$ cat config.mk
export PLATFORM = sky130hd
export DESIGN_NAME = ring_pair_eval
export DESIGN_NICKNAME = d
export VERILOG_FILES = /design/src/rtl/ring_pair_eval.sv
export SDC_FILE = /design/constraint.sdc
export NUM_CORES = 1
export LEC_CHECK = 0
export ABC_AREA = 1
export BUFFER_PORTS_ARGS = -buffer_cell sky130_fd_sc_hd__buf_2
export CAP_MARGIN = 20
export CORE_ASPECT_RATIO = 0.8
export CORE_MARGIN = 2
export CORE_UTILIZATION = 48
export CTS_CLUSTER_DIAMETER = 150
export DETAILED_ROUTE_END_ITERATION = 10
export PLACE_DENSITY = 0.77
export SYNTH_ARGS = -nofsm -noshare
export SYNTH_HDL_FRONTEND = slang
export SYNTH_SLANG_ARGS = --single-unit
$ cat constraint.sdc
create_clock -name clk -period 2.01 [get_ports clk]
set_input_delay 0.402 -clock clk [delete_from_list [all_inputs] [get_ports clk]]
set_output_delay 0.402 -clock clk [all_outputs]
set_load 0.05 [all_outputs]
$ cat src/rtl/ring_pair_eval.sv
// Ring-oscillator pair measurement sequencer: gates two counters per pair and packs the A>B results into a response word.
// Optional build macro RING_MARGIN_EN adds the MARGIN parameter and the per-pair 'unstable' output.
module ring_pair_eval #(
    parameter int NUM_PAIRS = 8,
    parameter int WINDOW    = 1000,
    parameter int SETTLE    = 4,
`ifdef RING_MARGIN_EN
    parameter int MARGIN    = 8,
`endif
    parameter int PSEL_W    = $clog2(NUM_PAIRS)
) (
    input  logic                 clk,
    input  logic                 rst,
    input  logic                 start,
    output logic                 busy,
    output logic [PSEL_W-1:0]    pair_sel,
    output logic                 ring_en,
    output logic                 cnt_clear,
    output logic                 cnt_gate,
    input  logic [15:0]          count_a,
    input  logic [15:0]          count_b,
    output logic [NUM_PAIRS-1:0] resp,
    output logic                 resp_valid,
`ifdef RING_MARGIN_EN
    output logic [NUM_PAIRS-1:0] unstable,
`endif
    output logic                 sat_flag
);

    localparam int TMAX = (WINDOW > SETTLE) ? WINDOW : SETTLE;
    localparam int TW   = $clog2(TMAX + 1);

    typedef enum logic [2:0] {
        S_IDLE, S_CLEAR, S_SETTLE, S_GATE, S_HOLD, S_COMPARE, S_DONE
    } state_t;

    state_t                state_q, state_d;
    logic [TW-1:0]         timer_q, timer_d;
    logic [PSEL_W-1:0]     psel_q, psel_d;
    logic [NUM_PAIRS-1:0]  resp_q, resp_d;
    logic                  sat_q, sat_d;
    logic                  busy_q, busy_d;
    logic                  ring_en_q, ring_en_d;
    logic                  clr_q, clr_d;
    logic                  gate_q, gate_d;
    logic                  valid_q, valid_d;
`ifdef RING_MARGIN_EN
    logic [NUM_PAIRS-1:0]  unst_q, unst_d;
    logic [16:0]           abs_diff;
`endif

    always_comb begin
        // NOTE: every signal gets a default first so no path through the case infers a latch.
        state_d   = state_q;
        timer_d   = timer_q;
        psel_d    = psel_q;
        resp_d    = resp_q;
        sat_d     = sat_q;
        busy_d    = 1'b0;
        ring_en_d = 1'b0;
        clr_d     = 1'b0;
        gate_d    = 1'b0;
        valid_d   = 1'b0;
`ifdef RING_MARGIN_EN
        unst_d    = unst_q;
        abs_diff  = (count_a >= count_b) ? ({1'b0, count_a} - {1'b0, count_b})
                                         : ({1'b0, count_b} - {1'b0, count_a});
`endif
        // Strobes are decoded from the current state and registered, so pins lag the state by one cycle.
        case (state_q)
            S_IDLE: begin
                if (start) begin
                    resp_d  = '0;
                    sat_d   = 1'b0;
                    psel_d  = '0;
`ifdef RING_MARGIN_EN
                    unst_d  = '0;
`endif
                    state_d = S_CLEAR;
                end
            end
            S_CLEAR: begin
                busy_d    = 1'b1;
                ring_en_d = 1'b1;
                clr_d     = 1'b1;
                timer_d   = TW'(SETTLE - 1);
                state_d   = S_SETTLE;
            end
            S_SETTLE: begin
                busy_d    = 1'b1;
                ring_en_d = 1'b1;
                if (timer_q == '0) begin
                    timer_d = TW'(WINDOW - 1);
                    state_d = S_GATE;
                end else begin
                    timer_d = timer_q - TW'(1);
                end
            end
            S_GATE: begin
                busy_d    = 1'b1;
                ring_en_d = 1'b1;
                gate_d    = 1'b1;
                if (timer_q == '0) begin
                    timer_d = TW'(1);
                    state_d = S_HOLD;
                end else begin
                    timer_d = timer_q - TW'(1);
                end
            end
            S_HOLD: begin
                busy_d = 1'b1;
                if (timer_q == '0) begin
                    state_d = S_COMPARE;
                end else begin
                    timer_d = timer_q - TW'(1);
                end
            end
            S_COMPARE: begin
                busy_d         = 1'b1;
                resp_d[psel_q] = (count_a > count_b);
                if ((count_a == 16'hFFFF) || (count_b == 16'hFFFF)) begin
                    sat_d = 1'b1;
                end
`ifdef RING_MARGIN_EN
                unst_d[psel_q] = (abs_diff < 17'(MARGIN));
`endif
                if (psel_q == PSEL_W'(NUM_PAIRS - 1)) begin
                    state_d = S_DONE;
                end else begin
                    psel_d  = psel_q + PSEL_W'(1);
                    state_d = S_CLEAR;
                end
            end
            S_DONE: begin
                busy_d  = 1'b1;
                valid_d = 1'b1;
                state_d = S_IDLE;
            end
            default: state_d = S_IDLE;
        endcase
    end

    // NOTE: non-blocking assignments so every register updates from the same pre-edge values.
    always_ff @(posedge clk) begin
        if (rst) begin
            state_q   <= S_IDLE;
            timer_q   <= '0;
            psel_q    <= '0;
            resp_q    <= '0;
            sat_q     <= 1'b0;
            busy_q    <= 1'b0;
            ring_en_q <= 1'b0;
            clr_q     <= 1'b0;
            gate_q    <= 1'b0;
            valid_q   <= 1'b0;
`ifdef RING_MARGIN_EN
            unst_q    <= '0;
`endif
        end else begin
            state_q   <= state_d;
            timer_q   <= timer_d;
            psel_q    <= psel_d;
            resp_q    <= resp_d;
            sat_q     <= sat_d;
            busy_q    <= busy_d;
            ring_en_q <= ring_en_d;
            clr_q     <= clr_d;
            gate_q    <= gate_d;
            valid_q   <= valid_d;
`ifdef RING_MARGIN_EN
            unst_q    <= unst_d;
`endif
        end
    end

    assign busy       = busy_q;
    assign pair_sel   = psel_q;
    assign ring_en    = ring_en_q;
    assign cnt_clear  = clr_q;
    assign cnt_gate   = gate_q;
    assign resp       = resp_q;
    assign resp_valid = valid_q;
    assign sat_flag   = sat_q;
`ifdef RING_MARGIN_EN
    assign unstable   = unst_q;
`endif

endmodule

==> flow_summary.ini <==
[die]
initial_utilization_pct = 50.15
dieArea_sq_um = 4941
dieWidth_um = 78.10
dieHeight_um = 63.28
io_pins = 52
core_area_sq_um = 4204
rows = 21

[clocking]
ctsHoldBuffers = 0
cts.htree.levels = 2
clockBufferDepth = 2
cts_resized = 0
numCtsBuffers = 5
cts_setup_buffers = 0
cts_root_buf = clkbuf_8
clock-sinks = 30
cts_tree = done
clkLatencyLatePin_ns = 0.29
path_clk_slew_ns = 0.07

[yosys]
ys_types = 29
ys_warn_count = 0
avgSynthCellArea_sq_um = 6.547
yosysSeqAreaShare_pct = 28.49
syn_nets = 376
syn-cell-area_sq_um = 2108
syn-instance-count = 322
ys_ff_latch = 30

[sta]
slew_headroom_pct = 68.80
period_minus_slack_ns = 1.655
final-hold-violation-count = 0
tightest_slew_ns = 0.4674
fin_skew_ns = 0.003273
timing.fmax_mhz = 604.4
fin_crit_sh_pct = 82.32
drv_slew = 0
finalSetupViolations = 0
rsz0062_at_grt = no
fin_ws_ns = 0.3554
tns_ns = 0

[placed_design]
hpwl_um = 3785
gp_congestion = 0.8544
place_ws_ns = 0.09409
port_buffers = 51

[final_layout]
drive_gt1_share_pct = 20.63
syn_to_final_growth_pct = 19.11
n_fill_cell = 429
final_common_cell = nand2_1
most-common-layout-cells = nand2_1 (85), inv_1 (54), buf_2 (51)
multi_input_area_sq_um = 1257
nets = 431
fin_util_pct = 59.73
n_antenna_cell = 0
ff_latch_area_sq_um = 600.6

[grt]
antenna_found_initial = 0
grt_overflow = 0
grtUsageTotal_pct = 21.12
grt_pass1_vias = 1918
grt_max_degree = 19
grt_first_pass_wirelength_um = 8445

[hold_path]
hp-class = in -> reg
hold_path_depth = 3

[power]
p_clk_share_pct = 17.6
combPwrFrac_pct = 52.7
seq_power_share_pct = 29.7
ir_worst_vdd_mv = 0.7257
powerDensity_nw_per_um2 = 1153
p_sw_share_pct = 47.87
p_switching_uw = 1386
p_int_uw = 1509
p_leak_uw = 0.001388

[run]
max_cap_violations = 0

[worst_setup_path]
endpoint_kind = flip-flop
cpLargestDelayFamily = simple AND/OR/NAND/NOR gates
r2r_slack_ns = 0.36
critical_path_arrival_ns = 1.83
path_buf_inv = 1
crit_slowest_cell = dfxtp_1
critical_path_depth = 9
crit_chain = inv_1 -> ha_1 -> nand2_1 -> nor2_2 -> nand3_1 -> nand2_1 -> nand3_1 -> nand3b_1 -> a21oi_1
crit_fanout = 7
cp.required_ns = 2.19
slowest_delay_ns = 0.32
rr_worst_depth = 9
path_class = reg -> reg
startpoint_type = flip-flop

[detailed_routing]
drt_iter0_markers = 113
first_pass_iters = 4
drc_errors = 0
postRouteAntennaNets = 0
wl_um = 4834
viasPerCell = 4.952
wl_per_cell_um = 11.11
vias = 2154

[status]
status = completed
[worst reg2reg max path, delay by kind of cell (launching register included)]
kind	cells	cell delay, ns
simple gates	6	0.88
fa+ha+maj	1	0.20
buf+inv	1	0.07
flops	1	0.32
compound gates	1	0.07
[final timing paths]
| kind | start | endpoint |
|---|---|---|
| worst max-delay path | timer_q[0] | timer_q[6] |
| worst max register to register | timer_q[0] | timer_q[6] |
| worst min-delay path | rst | resp[7] |
| worst min register to register | sat_flag | sat_flag |
[metal layers]
layer / global-route usage, % / part of all wire [%] / up-vias / wire, um
li1: - / - / 1139 / -
met4: 8.553 / 1.5 / 0 / 72
met1: 29.21 / 49 / 947 / 2370
met2: 32.00 / 43 / 61 / 2094
met3: 4.441 / 6.1 / 7 / 297
met5: 0 / 0 / - / 0
[cells in the mapped netlist]
cell type   n  share of area, %
a211oi_2    2               1.2
a21oi_1    33               7.8
a21oi_4     1              0.77
buf_6       1              0.53
clkbuf_1    3              0.53
clkinv_2    1              0.24
clkinv_4    1              0.42
dfxtp_1    30                28
ha_1       19                11
inv_1      54               9.6
inv_2       3              0.53
nand2_1    85                15
nand2_2     1              0.30
nand2_4     3               1.6
nand3_1    19               4.5
nand3_4     1              0.83
nand3b_1    1              0.36
nand4_1    11               3.3
nor2_1     27               4.8
nor2_2      5               1.5
nor2_4      1              0.53
nor3_1      2              0.47
nor4_1      1              0.30
o21ai_0    10               2.4
o21ai_1     1              0.24
o221ai_1    1              0.42
or2_0       1              0.30
xnor2_1     2              0.83
xor2_1      2              0.83
[cells by family after synthesis]
family                   after synthesis  share of synthesized area [%]
AO/OA/AOI/OAI                         48                          12.82
XOR/XNOR                               4                          1.662
adder cells (fa/ha/maj)               19                          11.28
buffers and inverters                 63                          11.87
flip-flops                            30                          28.49
AND/OR/NAND/NOR                      158                          33.89
[metrics by stage]
step	instances	hold WS (ns)	total power [uW]	cell area, sq um
after floorplan	322	0.4567	2076	2108
after global placement	427	0.4492	2367	2420
after detailed placement	427	0.4527	2392	2420
after CTS	435	0.4300	2912	2511
after global routing	435	0.4657	3191	2511
final	435	0.4369	2894	2511
[power groups by stage]
stage,clock network (uW),registers [uW],logic [uW]
2_1_floorplan,0,1000,1070
3_3_place_gp,0,870,1500
3_5_place_dp,0,872,1520
4_1_cts,524,860,1530
5_1_grt,552,887,1750
6_report,510,860,1520
[area by class of cell]
| cell class | instances | area share (%) |
|---|---|---|
| Multi-Input combinational cell | 229 | 50.07 |
| Sequential cell | 30 | 23.92 |
| Timing Repair Buffer | 52 | 10.46 |
| Inverter | 59 | 9.068 |
| Clock buffer | 7 | 3.438 |
| Tap cell | 57 | 2.840 |
| Clock inverter | 1 | 0.1993 |
[sequential cells by signal, indices dropped and copies added (netlist names), 3 cells and up]
| signal | flops |
|---|---|
| timer_q | 10 |
| pair_sel | 3 |
| resp | 8 |
| state_q | 3 |
No activity file was read; power rests on OpenSTA's default activity.
